`src/rtl/muldiv_unit_if.sv`:
```
// Operand/result bus between the pipeline and the HI/LO multiply/divide unit.
// The master side is the decoder/register file; the slave side is muldiv_unit.
interface muldiv_unit_if #(
    parameter int WIDTH = 32
);
    logic             start;
    logic [1:0]       op;
    logic [WIDTH-1:0] a;
    logic [WIDTH-1:0] b;
    logic             hi_we;
    logic             lo_we;
    logic [WIDTH-1:0] wdat;
    logic             busy;
    logic             done;
    logic             div_by_zero;
    logic [WIDTH-1:0] hi;
    logic [WIDTH-1:0] lo;

    modport master (
        output start, op, a, b, hi_we, lo_we, wdat,
        input  busy, done, div_by_zero, hi, lo
    );

    modport slave (
        input  start, op, a, b, hi_we, lo_we, wdat,
        output busy, done, div_by_zero, hi, lo
    );
endinterface

```
`src/rtl/muldiv_unit.sv`:
```
// Iterative MULT/MULTU/DIV/DIVU unit owning the HI/LO pair, with busy/done handshake.
// Optional MULDIV_FAST_MUL_EN: multiplies complete in one cycle via a combinational multiplier.
module muldiv_unit #(
    parameter int WIDTH = 32,
    parameter int CNT_W = 6
) (
    input logic            clk,
    input logic            rst,
    muldiv_unit_if.slave   bus
);
    localparam int W2 = 2 * WIDTH;

    typedef enum logic [1:0] {
        IDLE,
        CALC,
        FIN
    } state_t;

    state_t           state;
    logic [CNT_W-1:0] cnt;
    logic [W2-1:0]    acc;
    logic [WIDTH-1:0] opb;
    logic             is_div;
    logic             neg_res;
    logic             neg_rem;
    logic [WIDTH-1:0] hi_r;
    logic [WIDTH-1:0] lo_r;
    logic             busy_r;
    logic             done_r;
    logic             dbz_r;

    logic             signed_op;
    logic             a_neg;
    logic             b_neg;
    logic [WIDTH-1:0] a_mag;
    logic [WIDTH-1:0] b_mag;
    logic             op_div;
    logic             b_zero;

    logic [WIDTH:0]   mul_sum;
    logic [W2-1:0]    mul_next;
    logic             div_ge;
    logic [WIDTH-1:0] div_rem;
    logic [W2-1:0]    div_next;
    logic [W2-1:0]    step_acc;
    logic [W2-1:0]    prod;
    logic [WIDTH-1:0] quot;
    logic [WIDTH-1:0] rem;
    logic [WIDTH-1:0] res_hi;
    logic [WIDTH-1:0] res_lo;

    // Signed ops run on magnitudes; signs are reapplied when the result is stored.
    always_comb begin
        signed_op = ~bus.op[0];
        a_neg     = signed_op & bus.a[WIDTH-1];
        b_neg     = signed_op & bus.b[WIDTH-1];
        a_mag     = a_neg ? -bus.a : bus.a;
        b_mag     = b_neg ? -bus.b : bus.b;
        op_div    = bus.op[1];
        b_zero    = (bus.b == '0);
    end

    // Multiply: acc = {partial, multiplier}, add multiplicand on LSB then shift right.
    // Divide: acc = {remainder, dividend/quotient}, restoring shift-subtract.
    always_comb begin
        mul_sum  = {1'b0, acc[W2-1:WIDTH]} + (acc[0] ? {1'b0, opb} : {(WIDTH+1){1'b0}});
        mul_next = {mul_sum, acc[WIDTH-1:1]};
        div_ge   = acc[W2-1] | (acc[W2-2:WIDTH-1] >= opb);
        div_rem  = div_ge ? (acc[W2-2:WIDTH-1] - opb) : acc[W2-2:WIDTH-1];
        div_next = {div_rem, acc[WIDTH-2:0], div_ge};
        step_acc = is_div ? div_next : mul_next;
        prod     = neg_res ? -step_acc : step_acc;
        quot     = neg_res ? -step_acc[WIDTH-1:0] : step_acc[WIDTH-1:0];
        rem      = neg_rem ? -step_acc[W2-1:WIDTH] : step_acc[W2-1:WIDTH];
        res_hi   = is_div ? rem  : prod[W2-1:WIDTH];
        res_lo   = is_div ? quot : prod[WIDTH-1:0];
    end

`ifdef MULDIV_FAST_MUL_EN
    logic [W2-1:0] ext_a;
    logic [W2-1:0] ext_b;
    logic [W2-1:0] fast_prod;

    // Low 2*WIDTH bits of the extended product are correct for both signed and unsigned.
    always_comb begin
        ext_a     = {{WIDTH{a_neg}}, bus.a};
        ext_b     = {{WIDTH{b_neg}}, bus.b};
        fast_prod = ext_a * ext_b;
    end
`endif

    always_ff @(posedge clk) begin
        if (rst) begin
            state   <= IDLE;
            cnt     <= '0;
            acc     <= '0;
            opb     <= '0;
            is_div  <= 1'b0;
            neg_res <= 1'b0;
            neg_rem <= 1'b0;
            hi_r    <= '0;
            lo_r    <= '0;
            busy_r  <= 1'b0;
            done_r  <= 1'b0;
            dbz_r   <= 1'b0;
        end else begin
            case (state)
                IDLE: begin
                    done_r <= 1'b0;
                    dbz_r  <= 1'b0;
                    if (bus.start) begin
                        is_div  <= op_div;
                        neg_res <= a_neg ^ b_neg;
                        neg_rem <= a_neg;
                        cnt     <= CNT_W'(WIDTH);
                        acc     <= {{WIDTH{1'b0}}, (op_div ? a_mag : b_mag)};
                        opb     <= op_div ? b_mag : a_mag;
                        busy_r  <= 1'b1;
                        if (op_div && b_zero) begin
                            state  <= FIN;
                            done_r <= 1'b1;
                            dbz_r  <= 1'b1;
`ifdef MULDIV_FAST_MUL_EN
                        end else if (!op_div) begin
                            hi_r   <= fast_prod[W2-1:WIDTH];
                            lo_r   <= fast_prod[WIDTH-1:0];
                            state  <= FIN;
                            done_r <= 1'b1;
`endif
                        end else begin
                            state <= CALC;
                        end
                    end else begin
                        if (bus.hi_we) hi_r <= bus.wdat;
                        if (bus.lo_we) lo_r <= bus.wdat;
                    end
                end
                CALC: begin
                    acc <= step_acc;
                    cnt <= cnt - CNT_W'(1);
                    if (cnt == CNT_W'(1)) begin
                        hi_r   <= res_hi;
                        lo_r   <= res_lo;
                        state  <= FIN;
                        done_r <= 1'b1;
                    end
                end
                FIN: begin
                    state  <= IDLE;
                    busy_r <= 1'b0;
                    done_r <= 1'b0;
                    dbz_r  <= 1'b0;
                end
                default: begin
                    state  <= IDLE;
                    busy_r <= 1'b0;
                    done_r <= 1'b0;
                    dbz_r  <= 1'b0;
                end
            endcase
        end
    end

    assign bus.busy        = busy_r;
    assign bus.done        = done_r;
    assign bus.div_by_zero = dbz_r;
    assign bus.hi          = hi_r;
    assign bus.lo          = lo_r;
endmodule

```
`src/flat_wrapper.sv`:
```
// flat-port wrapper written by rule: the top's interface ports become plain ports
module muldiv_unit_flat 
#(
    parameter int WIDTH = 32,
    parameter int CNT_W = 6
)
  (clk, rst, bus_start, bus_op, bus_a, bus_b, bus_hi_we, bus_lo_we, bus_wdat, bus_busy, bus_done, bus_div_by_zero, bus_hi, bus_lo);
  muldiv_unit_if #(.WIDTH(WIDTH)) bus_i ();
  input logic clk;
  input logic rst;
  input wire logic [$bits(bus_i.start)-1:0] bus_start;
  input wire logic [$bits(bus_i.op)-1:0] bus_op;
  input wire logic [$bits(bus_i.a)-1:0] bus_a;
  input wire logic [$bits(bus_i.b)-1:0] bus_b;
  input wire logic [$bits(bus_i.hi_we)-1:0] bus_hi_we;
  input wire logic [$bits(bus_i.lo_we)-1:0] bus_lo_we;
  input wire logic [$bits(bus_i.wdat)-1:0] bus_wdat;
  output wire logic [$bits(bus_i.busy)-1:0] bus_busy;
  output wire logic [$bits(bus_i.done)-1:0] bus_done;
  output wire logic [$bits(bus_i.div_by_zero)-1:0] bus_div_by_zero;
  output wire logic [$bits(bus_i.hi)-1:0] bus_hi;
  output wire logic [$bits(bus_i.lo)-1:0] bus_lo;
  assign bus_i.start = bus_start;
  assign bus_i.op = bus_op;
  assign bus_i.a = bus_a;
  assign bus_i.b = bus_b;
  assign bus_i.hi_we = bus_hi_we;
  assign bus_i.lo_we = bus_lo_we;
  assign bus_i.wdat = bus_wdat;
  assign bus_busy = bus_i.busy;
  assign bus_done = bus_i.done;
  assign bus_div_by_zero = bus_i.div_by_zero;
  assign bus_hi = bus_i.hi;
  assign bus_lo = bus_i.lo;
  muldiv_unit #(.WIDTH(WIDTH), .CNT_W(CNT_W)) u_core (.clk(clk), .rst(rst), .bus(bus_i));
endmodule
```
`config.mk`:
```
export PLATFORM = sky130hd
export DESIGN_NAME = muldiv_unit_flat
export DESIGN_NICKNAME = d
export VERILOG_FILES = /design/src/rtl/muldiv_unit_if.sv /design/src/rtl/muldiv_unit.sv /design/src/flat_wrapper.sv
export SDC_FILE = /design/constraint.sdc
export NUM_CORES = 1
export LEC_CHECK = 0
export CAP_MARGIN = 0
export CORE_ASPECT_RATIO = 0.6
export CORE_MARGIN = 3
export CORE_UTILIZATION = 45
export DETAILED_ROUTE_END_ITERATION = 8
export HOLD_SLACK_MARGIN = 0.1
export PLACE_DENSITY = 0.76
export RECOVER_POWER = 25
export SETUP_SLACK_MARGIN = 0.05
export SLEW_MARGIN = 15
export SYNTH_ARGS = -nofsm -noshare
export SYNTH_HDL_FRONTEND = slang
export SYNTH_SLANG_ARGS = --single-unit
```
`constraint.sdc`:
```
create_clock -name clk -period 15.95 [get_ports clk]
set_input_delay 1.595 -clock clk [delete_from_list [all_inputs] [get_ports clk]]
set_output_delay 1.595 -clock clk [all_outputs]
set_load 0.05 [all_outputs]
```
# After elaboration in Yosys (flattened, before gate mapping)
# Cells that the tools add are included.
dict set report totals {
  reg_bits 174
  in_bits 103
  out_inout_bits 67
  wordCells 79
}
dict set report classes {
  addsub 8
  magnitude_cmp 1
  eq_ne 7
  mux 35
  n_bitwise 6
  reduce_logical 10
}
# cell count
set op_table {}
lappend op_table {{$mux W32} 16}
lappend op_table {{$mux W64} 3}
lappend op_table {{$neg A32 Y32} 4}
lappend op_table {{$pmux W32 S2} 2}
lappend op_table {{$pmux W64 S2} 1}
lappend op_table {{$neg A64 Y64} 1}
lappend op_table {{$add A32 B33 Y33} 1}
lappend op_table {{$ge A32 B32 Y1} 1}
lappend op_table {{$logic_not A32 Y1} 1}
lappend op_table {{$sub A32 B32 Y32} 1}
lappend op_table {{$pmux W6 S2} 1}
lappend op_table {{$ne A2 B2 Y1 const B} 4}
lappend op_table {{$reduce_and A2 Y1} 4}
lappend op_table {{$reduce_and A4 Y1} 2}
lappend op_table {{$eq A6 B1 Y1 const B} 1}
lappend op_table {{$mux W2} 3}
lappend op_table {{$mux W6} 1}
lappend op_table {{$pmux W1 S2} 3}
lappend op_table {{$sub A6 B1 Y6 const B} 1}
lappend op_table {{$mux W1} 4}
lappend op_table {{$pmux W2 S2} 1}
lappend op_table {{$and A1 B1 Y1} 2}
lappend op_table {{$eq A2 B1 Y1 const B} 1}
lappend op_table {{$logic_not A2 Y1} 1}
lappend op_table {{6 further kinds} 7}

# Logic depth before layout (Yosys ltp)
dict set report depth {
  depth_word 9
  mapped_depth 23
  depth_no_buf 22
}

# Worst setup path before layout
# OpenSTA, ideal clock, no wires.
dict set report synth_timing {
  kind {register to register}
  start {register u_core.is_div}
  end {register u_core.hi_r[18], in the netlist u_core.bus.hi[18]}
  setup_ns 0.091
  t_arrival_ns 5.359
  t_required_ns 15.859
  setup_slack_ns 10.500
  stages_incl_launch_ff 23
  path_buffers 9
  synth_period_minus_slack_ns 5.450
  cell_sequence {dfxtp_1 > buf_2 > buf_2 > buf_2 > buf_2 > buf_2 > buf_1 > buf_2 > buf_2 > buf_1 > mux2i_1 > ha_1 > o21ai_0 > nor4_1 > nand2_1 > o31a_1 > a211oi_1 > a21oi_1 > or4_1 > o21ai_1 > xnor2_1 > nand2_1 > a311oi_1}
}
dict set report synth_via {
  elab_chain_cells 6
  elab_cells_between_ends 8
  cone_classes {add/sub (2); mux (6)}
}
# element line
set synth_rtl {}
lappend synth_rtl {{start: declaration} muldiv_unit.sv:23} ;# logic is_div;
lappend synth_rtl {{start signal: assignment} muldiv_unit.sv:112} ;# is_div <= op_div;
lappend synth_rtl {{$mux W64} muldiv_unit.sv:71} ;# step_acc = is_div ? div_next : mul_next;
lappend synth_rtl {{$neg A64 Y64 / $neg A32 Y32 (equally long branches)} {muldiv_unit.sv:72, muldiv_unit.sv:74}}
lappend synth_rtl {{$mux W64 / $mux W32 (equally long branches)} {muldiv_unit.sv:72, muldiv_unit.sv:74}}
lappend synth_rtl {{$mux W32 (*)} muldiv_unit.sv:75} ;# res_hi = is_div ? rem : prod[W2-1:WIDTH];
lappend synth_rtl {{$mux W32 (*)} muldiv_unit.sv:141} ;# if (cnt == CNT_W'(1)) begin
lappend synth_rtl {{$pmux W32 S2 (*)} muldiv_unit.sv:107} ;# case (state)
lappend synth_rtl {{end signal: assignment} muldiv_unit.sv:134} ;# if (bus.hi_we) hi_r <= bus.wdat;
lappend synth_rtl {{end signal: assignment} muldiv_unit.sv:142} ;# hi_r <= res_hi;
lappend synth_rtl {{end: declaration} muldiv_unit.sv:26} ;# logic [WIDTH-1:0] hi_r;
# Every way passes the cells marked *; elsewhere a longest branch is shown, timed or not. The select of a mux whose other input is x is not followed.
# A chain may end at the register's enable or synchronous reset.

# Worst setup path after layout
dict set report layout_timing {
  start {input rst}
  end {register u_core.opb[31]}
}
# element line
set layout_rtl {}
lappend layout_rtl {{start: declaration} flat_wrapper.sv:10} ;# input logic rst;
lappend layout_rtl {{end signal: assignment} muldiv_unit.sv:117} ;# opb <= op_div ? b_mag : a_mag;
lappend layout_rtl {{end: declaration} muldiv_unit.sv:22} ;# logic [WIDTH-1:0] opb;
# No word-level cell between the ends.

==> impl_results.md <==
- Setup WS pre-CTS: roughly 9700 ps
- Count of flip-flops with a built-in enable after synthesis: 0
- Crit path max fanout: 96
- Hold WC Path Type: reg -> reg
- Post-route setup slack: roughly 8400 ps
- Outcome: finished with violations
- Clock slew at reported path FFs: roughly 80 ps
- Cell row count: 52
- Leading register cell type out of synthesis: dfxtp_1
- Transition time at the pin with the least slew margin: between 4000 and 5000 ps
- Total number of yosys warnings: 0
- Critical path class: in -> reg
- Sequential cell area fraction in the yosys report: between 20% and 30%
- Worst relative slew slack: -205%
- Initial Util: around 46%
- Power Density: ~96 mW/mm²
- Depth of the CTS H-tree: 4
- Period Utilization, post-route: 47.5%
- FF/Latch Area: around 0.0035 mm²
- Port buffer count: 169
- Post-Synth Simple-Gate Area: around a quarter
- Adder-cell share of the synthesized area: about 5.8%
- Number of inserted filler cells in the final layout: 3218
- Min Tclk post-route: ~7600 ps
- Num CTS Buffers: 17
- Clock insertion delay at the later pin of the skew report: around 470 ps
- Violation count after the first detailed-route iteration: around 2300
- Layout cells sized above 1: under 10%
- Largest net degree at the start of global routing: 97
- Area fraction in compound gates after synthesis: 30.3%
- Kind of start point of the critical path: input pin
- Number of nets in the layout: approximately 2500
- Total length of routed wires: ~63 mm
- Vias per cell: between 6 and 7
- Initial DRT Pass Iterations: 6
- Area of the multi-input gates: approximately 0.011 mm²
- Max Transition Viols Final: about 160
- Root buf cell: clkbuf_16
- Violations in the final reports: capacitance limit, slew limit
- Share of the synthesized netlist area taken by xor and xnor gates: between 8 and 9%
- Async S/R FF share, synth: 0%
- Number of vias after detailed routing: about 17000
- Leakage: ~7 nW
- Synth Net Count: 2381
- Aggregate negative setup slack: 0 ps
- Postcts setup bufs: 0
- Maxcap violations: 2
- TritonCTS clock tree: built
- Die Area: ~0.037 mm²
- Proportion of synthesized area in mux cells: 3.40%
- Average wire per cell in the routed design: between 20 and 25 µm
- Number of gates resized after cts: 0
- Io pins: 170
- Kind of end point of the critical path: flop
- HPWL after DPL: about 50 mm
- Area fraction of the dominant cell type after synthesis: 22.2%
- Hold violation count in the final report: 0
- Global routing usage summed across all routing layers: 32.5%
- Cell type with the largest total area after synthesis: dfxtp_1
- Post-synthesis cell count: around 2200
- Remaining DRCs: 0
- Total number of clock tree sinks: roughly 170
- Most used standard cell by instance count after synthesis: nor2_1
- Deepest clock path buffer count: 2
- Vias in the first global route: between 15000 and 20000
- Synth-to-Final Area Change: 16.0%
- Netlist Area Pre-Place: between 0.015 and 0.02 mm²
- Remaining global-route overflow: 0
- Unrepaired setup endpoints after global routing: false
- #FFs+latches synth: ~170
- Endpoint arrival time on the critical path: 7660 ps
- First-pass GRT wire length: just over 90 mm
- Worst Skew: between 15 and 20 ps
- Chip width: between 200 and 250 µm
- Initial antenna violation count: 4
- Count of hold buffers inserted by post-cts repair: 0
- Final number of setup-violating endpoints: 0
- Synth Area per Inst: a little over 7 µm²
- RD Place Congestion: 1.02
- Biggest area contributors in the synthesized netlist: dfxtp_1 (22%), nor2_1 (7.0%), a21oi_1 (6.8%), ha_1 (5.6%), o21ai_0 (5.5%)
- Max VDD drop: between 0.00007 and 0.00008 V
- Data required time at the worst endpoint: about 16000 ps
- Combinational family with the most area after synthesis: compound AO/OA/AOI/OAI gates
- Die Ht: about 150 µm
- Post-route cell area: 0.0182 mm²
- Area of the core region: 0.0340 mm²
- Final Core Density: approximately 54%
- Post-route antenna net violation count: 0
- Peak clock frequency supported by timing: ~130 MHz
- Leading post-synthesis cells by instance count: nor2_1 (293), nand2_1 (217), a21oi_1 (212)
- Standard cell area after detailed placement: about 0.018 mm²
- Yosys cell types: 94
-- state kept, by name (all words and copies together), names as in the netlist --
signal / flops
u_core.acc: 64
u_core.bus.hi: 32
u_core.bus.lo: 32
u_core.opb: 32
u_core.cnt: 6
u_core.state: 2
u_core.bus.busy: 1
u_core.bus.div_by_zero: 1
u_core.bus.done: 1
u_core.is_div: 1
u_core.neg_rem: 1
u_core.neg_res: 1
-- worst max-delay path: stages --
cell	delay [ps]
clkbuf_1	2140
clkbuf_1	3310
a311oi_1	450
-- layout make-up --
cell class                      count  share of cell area (%)
Inverter                           72                    1.48
Antenna cell                        1                  0.0137
Clock buffer                       18                    2.47
Tap cell                          459                    3.15
Clock inverter                     14                   0.784
Multi-Input combinational cell   1821                    62.7
Timing Repair Buffer              194                    10.2
Sequential cell                   174                    19.2
-- stage by stage --
step	std cells	power, mW	hold slack, ps
CTS	2752	1.73	462
detailed placement	2720	1.30	454
floorplan	2206	1.04	440
global route	2752	1.82	480
finish	2753	1.75	467
global placement	2720	1.29	448
-- cell usage in the layout, fill, tap and decap left out, types with 9 or more instances in the layout --
cell             instances
nand2b_1                22
ha_1                    70
nand3_1                 36
mux2i_1                 33
mux2_2                  17
inv_1                   71
buf_4                   24
and3_1                  11
o21a_1                   9
or3_1                   24
a221oi_1                10
a21o_1                  29
a21oi_1                212
nor3b_1                  9
clkbuf_16               18
a311oi_1                21
o31ai_1                 18
dfxtp_1                173
a31oi_1                 39
nor2b_1                 13
and2_1                  44
a22oi_1                 32
or2_2                    9
xor2_1                  69
a222oi_1                12
or4_1                    9
nor4_1                  14
nand4_1                 11
dlygate4sd3_1           50
nor2_1                 293
a211oi_1                36
xnor2_1                 87
nand2_1                216
clkdlybuf4s50_1        117
o211ai_1                37
nor3_1                  65
o21ai_0                174
-- logic make-up after synthesis --
kind of cell | after synthesis
AND/OR/NAND/NOR | 808
AO/OA/AOI/OAI | 734
buffers and inverters | 211
flip-flops | 174
XOR/XNOR | 156
adder cells (fa/ha/maj) | 72
multiplexers | 51
-- power by group --
| group | total [mW] | internal [mW] | switching, mW |
|---|---|---|---|
| Combinational | 0.790 | 0.261 | 0.529 |
| Sequential | 0.523 | 0.480 | 0.0435 |
| Clock | 0.434 | 0.217 | 0.217 |
-- per-layer routing --
layer	vias to the layer above	share of wire, %	global-route usage [%]
met5	-	0.065	0
met4	6	2.3	8.65
met3	92	17	17.4
met2	1105	36	39.8
met1	8112	44	47.6
li1	8161	-	-
-- worst paths after layout --
kind | start | to | slack [ps] | depth (start not counted)
hold / removal | u_core.bus.hi[13]$_SDFFE_PP0P_ | u_core.bus.hi[13]$_SDFFE_PP0P_ | 470 | 2
setup reg to reg | u_core.opb[28]$_SDFFE_PP0P_ | u_core.bus.hi[18]$_SDFFE_PP0P_ | 9360 | 21
hold reg to reg | u_core.bus.hi[13]$_SDFFE_PP0P_ | u_core.bus.hi[13]$_SDFFE_PP0P_ | 470 | 2
setup / recovery | rst | u_core.opb[31]$_SDFFE_PP0P_ | 8370 | 3
No activity file was read; power rests on OpenSTA's default activity.
